--- src/rtl/conv_requant.sv ---
// conv_requant: bias, ReLU/abs, round-shift and saturate accumulator samples into pixels
module conv_requant #(
  parameter int ACC_W  = 20,
  parameter int WI     = 8,
  parameter int SH_W   = 4,
  parameter int WIDTH  = 128,
  parameter int HEIGHT = 128,
  localparam int FRAME = WIDTH * HEIGHT,
  localparam int CW    = $clog2(FRAME) + 1
) (
  input  logic             clk,
  input  logic             rst,
  input  logic [ACC_W-1:0] acc_in,
  input  logic             acc_vld,
  input  logic [ACC_W-1:0] bias,
  input  logic [SH_W-1:0]  shift,
  input  logic             relu_en,
  output logic [WI-1:0]    dout,
  output logic             vld,
  output logic             sof,
  output logic             eof,
  output logic [CW-1:0]    sat_count
);
  logic [CW-1:0]      in_cnt, out_cnt, sat_acc;
  logic [ACC_W-1:0]   cfg_bias, cur_bias;
  logic [SH_W-1:0]    cfg_shift, cur_shift, s1_shift;
  logic               cfg_relu, cur_relu, s1_relu, s1_vld, s2_vld;
  logic [ACC_W:0]     sum, s1_sum;
  logic [ACC_W+1:0]   sx, mag, half, rnd, s2_rnd;
  logic               first, last, sat;

  assign first     = in_cnt == '0;
  assign cur_bias  = first ? bias : cfg_bias;
  assign cur_shift = first ? shift : cfg_shift;
  assign cur_relu  = first ? relu_en : cfg_relu;
  assign sum       = {acc_in[ACC_W-1], acc_in} + {cur_bias[ACC_W-1], cur_bias};
  assign last      = out_cnt == CW'(FRAME - 1);
  assign sat       = |s2_rnd[ACC_W+1:WI];

  // stage 2 combinational: rectify / magnitude, then round half up and shift
  always_comb begin
    sx   = {s1_sum[ACC_W], s1_sum};
    mag  = s1_sum[ACC_W] ? (s1_relu ? '0 : -sx) : sx;
    half = (s1_shift == '0) ? '0 : ((ACC_W+2)'(1) << (s1_shift - SH_W'(1)));
    rnd  = (mag + half) >> s1_shift;
  end

  // input side: frame position, per-frame config capture, stage 1 sum with its config
  always_ff @(posedge clk or posedge rst) begin
    if (rst) begin
      in_cnt    <= '0;
      cfg_bias  <= '0;
      cfg_shift <= '0;
      cfg_relu  <= 1'b1;
      s1_vld    <= 1'b0;
      s1_sum    <= '0;
      s1_shift  <= '0;
      s1_relu   <= 1'b1;
    end else begin
      s1_vld <= acc_vld;
      if (acc_vld) begin
        in_cnt   <= (in_cnt == CW'(FRAME - 1)) ? '0 : in_cnt + CW'(1);
        s1_sum   <= sum;
        s1_shift <= cur_shift;
        s1_relu  <= cur_relu;
        if (first) begin
          cfg_bias  <= bias;
          cfg_shift <= shift;
          cfg_relu  <= relu_en;
        end
      end
    end
  end

  // stage 2 register: rounded, shifted magnitude
  always_ff @(posedge clk or posedge rst) begin
    if (rst) begin
      s2_vld <= 1'b0;
      s2_rnd <= '0;
    end else begin
      s2_vld <= s1_vld;
      if (s1_vld) s2_rnd <= rnd;
    end
  end

  // stage 3: saturate, frame markers and per-frame saturation count
  always_ff @(posedge clk or posedge rst) begin
    if (rst) begin
      dout      <= '0;
      vld       <= 1'b0;
      sof       <= 1'b0;
      eof       <= 1'b0;
      sat_count <= '0;
      out_cnt   <= '0;
      sat_acc   <= '0;
    end else begin
      vld <= s2_vld;
      if (s2_vld) begin
        dout    <= sat ? '1 : s2_rnd[WI-1:0];
        sof     <= out_cnt == '0;
        eof     <= last;
        out_cnt <= last ? '0 : out_cnt + CW'(1);
        sat_acc <= last ? '0 : sat_acc + CW'(sat);
        if (last) sat_count <= sat_acc + CW'(sat);
      end
    end
  end
endmodule

--- config.mk ---
export PLATFORM = sky130hd
export DESIGN_NAME = conv_requant
export DESIGN_NICKNAME = d
export VERILOG_FILES = /design/src/rtl/conv_requant.sv
export SDC_FILE = /design/constraint.sdc
export NUM_CORES = 1
export LEC_CHECK = 0
export ABC_AREA = 1
export BUFFER_PORTS_ARGS = -buffer_cell sky130_fd_sc_hd__buf_2
export CORE_MARGIN = 3
export CORE_UTILIZATION = 45
export DETAILED_ROUTE_END_ITERATION = 12
export GPL_ROUTABILITY_DRIVEN = 1
export SYNTH_ARGS = -nofsm -noshare
export SYNTH_HDL_FRONTEND = slang
export SYNTH_SLANG_ARGS = --single-unit
export TNS_END_PERCENT = 50
--- constraint.sdc ---
create_clock -name clk -period 5.45 [get_ports clk]
set_input_delay 0.8175 -clock clk [delete_from_list [all_inputs] [get_ports clk]]
set_output_delay 0.8175 -clock clk [all_outputs]
set_load 0.01 [all_outputs]
==> metrics.yaml <==
setup_path:
  crit_fanout: 26
  crit_slowest_cell: "dfrtp_1"
  worstPathArrival_ns: 4.11
  path_class: "reg -> reg"
  rrSetupSlack_ns: 1.64
  r2r_start: "s1_shift[2]$_DFFE_PP0P_"
  path_common_cell: "nand2_1"
  worstSetupEndpointType: "flop"
  cp-start-kind: "flop"
  cpPeakStageDelay_ns: 0.73
  ff2ff_path_depth: 23
  cp.required_ns: 5.75
  crit_path_cell_trace: "clkinv_1, buf_4, nand2_1, nor2_1, ha_1, inv_1, fa_1, nor2_1, nand2_1, o211ai_1, nand3_1, nand3_1, nand2_1, nand2_1, nand2_2, nand2_1, nand3_1, nand2_1, nand2_1, nand2_1, nand2_1, nand3_1, nand2_1"
  worstReg2RegEnd: "s2_rnd[5]$_DFFE_PP0P_"
global_routing:
  grt_pass1_wl_um: 39200
  grt_usage_pct: 21.2
  overflow: 0
  grt_pass1_vias: 8137
  antenna_found_initial: 0
  grt_max_degree: 91
route:
  wire_per_inst_um: 13.9
  routed_wl_um: 22800
  via_per_inst: 5.21
  routedLengthMet1_um: 11000
  firstDrtPassIters: 5
  topRoutingLayerUsed: "met4"
  wl_met3_um: 960
  drtIter0Drc: 467
  met2WireLength_um: 10600
  antenna_left: 0
  remaining_drc_errors: 0
  vias: 8521
final_layout:
  antenna_cells: 0
  area_delta_synth_final_pct: 12.2
  multi_input_area_sq_mm: 0.00501
  drive_gt1_share_pct: 11.3
  layout.nets: 1448
  final_core_util_pct: 51.8
  regArea_sq_mm: 0.00353
  fillCellCount: 2070
timing:
  worst_pin_slew_ns: 0.936
  finalCriticalPeriod_ns: 3.81
  slew_headroom_pct: 37.6
  grt_setup_unrepaired: "no"
  drv_slew: 0
  fmaxAchievable_ghz: 0.263
  setup_viol: 0
  hold_viol: 0
  tns_ns: 0
  fin_skew_ns: 0.0109
  period_share_pct: 69.8
placement:
  place_congestion: 0.866
  portBuffers: 73
  hpwl_um: 17000
synthesis:
  ys_types: 50
  synth_common_cells: "nand2_1 (260), inv_1 (172), nand3_1 (163), dfrtp_1 (140), o21ai_0 (117)"
  synth-edff-count: 0
  synth_adder_area_share_pct: 6.13
  yosysMostFrequentCell: "nand2_1"
  synth.top_cell.area_share_pct: 37.1
  synthTopCellsByArea: "dfrtp_1 (37%), nand2_1 (10%), nand3_1 (8.6%)"
  synth_compound_area_share_pct: 13.4
  ys_seq_area_share_pct: 37.4
  synth_ff_type: "dfrtp_1"
  synth_seq_cells: 141
  netlist.top_cell.by_area: "dfrtp_1"
  async_flop_share_pct: 100
  synth_top_family_by_area: "simple AND/OR/NAND/NOR gates"
  synth-xor-area-share_pct: 3.90
  yosys-mux-area-fraction_pct: 0.597
  yosysWarnings: 0
  syn_inst: 1295
  synth-simple-area-share_pct: 28.9
  netlist_area_sq_mm: 0.00944
  syn_avg_cell_area_sq_um: 7.29
  synth_nets: 1388
power_and_ir_drop:
  internal_power_w: 0.00211
  leakage_nw: 5.18
  peakVddDrop_uv: 202
  seqPwrFrac_pct: 41.2
  switchingPower_w: 0.000898
  comb_power_share_pct: 18.5
  clock_power_share_pct: 40.3
  sw_frac_of_total_pct: 29.8
  power_density_mw_per_mm2: 285
clock_network:
  numCtsBuffers: 17
  cts_resized: 0
  cts_tree: "built"
  postCtsSetupRepairBufs: 0
  cts_buffer_depth: 2
  clk_latency_ns: 0.42
  ctsHoldBuffers: 0
  htree_num_levels: 4
  cts.root.buffer_cell: "clkbuf_16"
  path_clk_slew_ns: 0.06
  cts_sinks: 141
die:
  die_height_um: 151
  coreArea_sq_mm: 0.0204
  fp.dieW_um: 151
  dieArea_sq_mm: 0.0227
  rows: 52
  initial_core_util_pct: 46.2
  ios: 74
status:
  status: "completed"
min_path:
  min_path_type: "reg -> reg"
  min_from: "sat_count[12]$_DFFE_PP0P_"
  whs_endpoint: "sat_count[12]$_DFFE_PP0P_"
  hold_path_depth: 2
flow_run:
  drv_cap: 0
## placed cells by master, fill, tap and decap left out, drive strengths merged, types with 2 or more instances in the layout
master	instances
a31oi	7
fa	2
o21bai	2
clkinv	7
inv	173
bufinv	4
mux2	5
nor4	13
o211ai	4
clkbuf	18
nand3	170
a21boi	2
or2	9
nand4	17
a21oi	62
nand2	266
o21ai	129
xor2	32
xnor2	10
a21o	7
nor2	107
buf	84
nor3	24
dfrtp	140
a22oi	3
clkinvlp	3
ha	43
o22ai	13
## how the worst max path moves through the flow
| stage | from | to | slack, ns | cells past startpoint |
|---|---|---|---|---|
| after floorplan | rst | cfg_bias[0]$_DFFE_PP0P_ | 0.85 | 1 |
| after global placement | s1_shift[2]$_DFFE_PP0P_ | s2_rnd[5]$_DFFE_PP0P_ | 1.78 | 23 |
| after detailed placement | in_cnt[0]$_DFFE_PP0P_ | s1_sum[20]$_DFFE_PP0P_ | 1.70 | 23 |
| after CTS | in_cnt[0]$_DFFE_PP0P_ | s1_sum[20]$_DFFE_PP0P_ | 1.63 | 23 |
| after global routing | in_cnt[0]$_DFFE_PP0P_ | s1_sum[18]$_DFFE_PP0P_ | 1.08 | 23 |
| final | s1_shift[2]$_DFFE_PP0P_ | s2_rnd[5]$_DFFE_PP0P_ | 1.64 | 23 |
## cell families (layout without fill, tap and decap cells)
kind of cell / after synthesis / in the layout
multiplexers: 5 / 5
other: 1 / 1
buffers and inverters: 219 / 289
adder cells (fa/ha/maj): 45 / 45
AND/OR/NAND/NOR: 610 / 610
AO/OA/AOI/OAI: 232 / 232
flip-flops: 141 / 141
XOR/XNOR: 42 / 42
## state kept, by name (all words and copies together) (netlist names), 8 cells and up
signal	cells
in_cnt	15
dout	8
s2_rnd	22
sat_count	15
out_cnt	15
sat_acc	15
s1_sum	21
cfg_bias	20
## stage by stage
step / total power (W) / instance area (sq um) / hold WS [ns] / worst slack, ns / cells
6_report: 0.00301 / 10600 / 0.480 / 1.64 / 1635
5_1_grt: 0.00320 / 10600 / 0.497 / 1.08 / 1635
4_1_cts: 0.00304 / 10600 / 0.484 / 1.63 / 1635
3_5_place_dp: 0.00182 / 9990 / 0.468 / 1.70 / 1606
3_3_place_gp: 0.00181 / 9990 / 0.460 / 1.78 / 1606
2_1_floorplan: 0.00167 / 9440 / 0.372 / 0.853 / 1295
## critical path, delay by kind of cell (launching register included)
kind | cells | cell delay [ns]
flip-flops | 1 | 0.73
buffers and inverters | 3 | 0.46
AO/OA/AOI/OAI | 1 | 0.17
adder cells (fa/ha/maj) | 2 | 0.57
AND/OR/NAND/NOR | 17 | 1.72
## routing by layer
layer	GRT usage [%]	up-vias
met1	30.0	3933
li1	-	4397
met2	34.5	176
met3	3.14	15
met4	4.81	0
met5	0	-
## final cells by class
type	count	share of cell area [%]
sequential	141	33.3
clock buffer	18	4.05
inverter	176	6.29
multi-input combinational	935	47.3
tap	270	3.19
timing repair buffer	84	4.23
clock inverter	11	1.61
## power groups by stage
stage,sequential (W),combinational (W),clock [W]
floorplan,0.00124,0.000431,0
global placement,0.00126,0.000551,0
detailed placement,0.00126,0.000558,0
CTS,0.00124,0.000563,0.00124
global route,0.00126,0.000652,0.00129
finish,0.00124,0.000558,0.00121
Power figures use the tool's default switching activity.
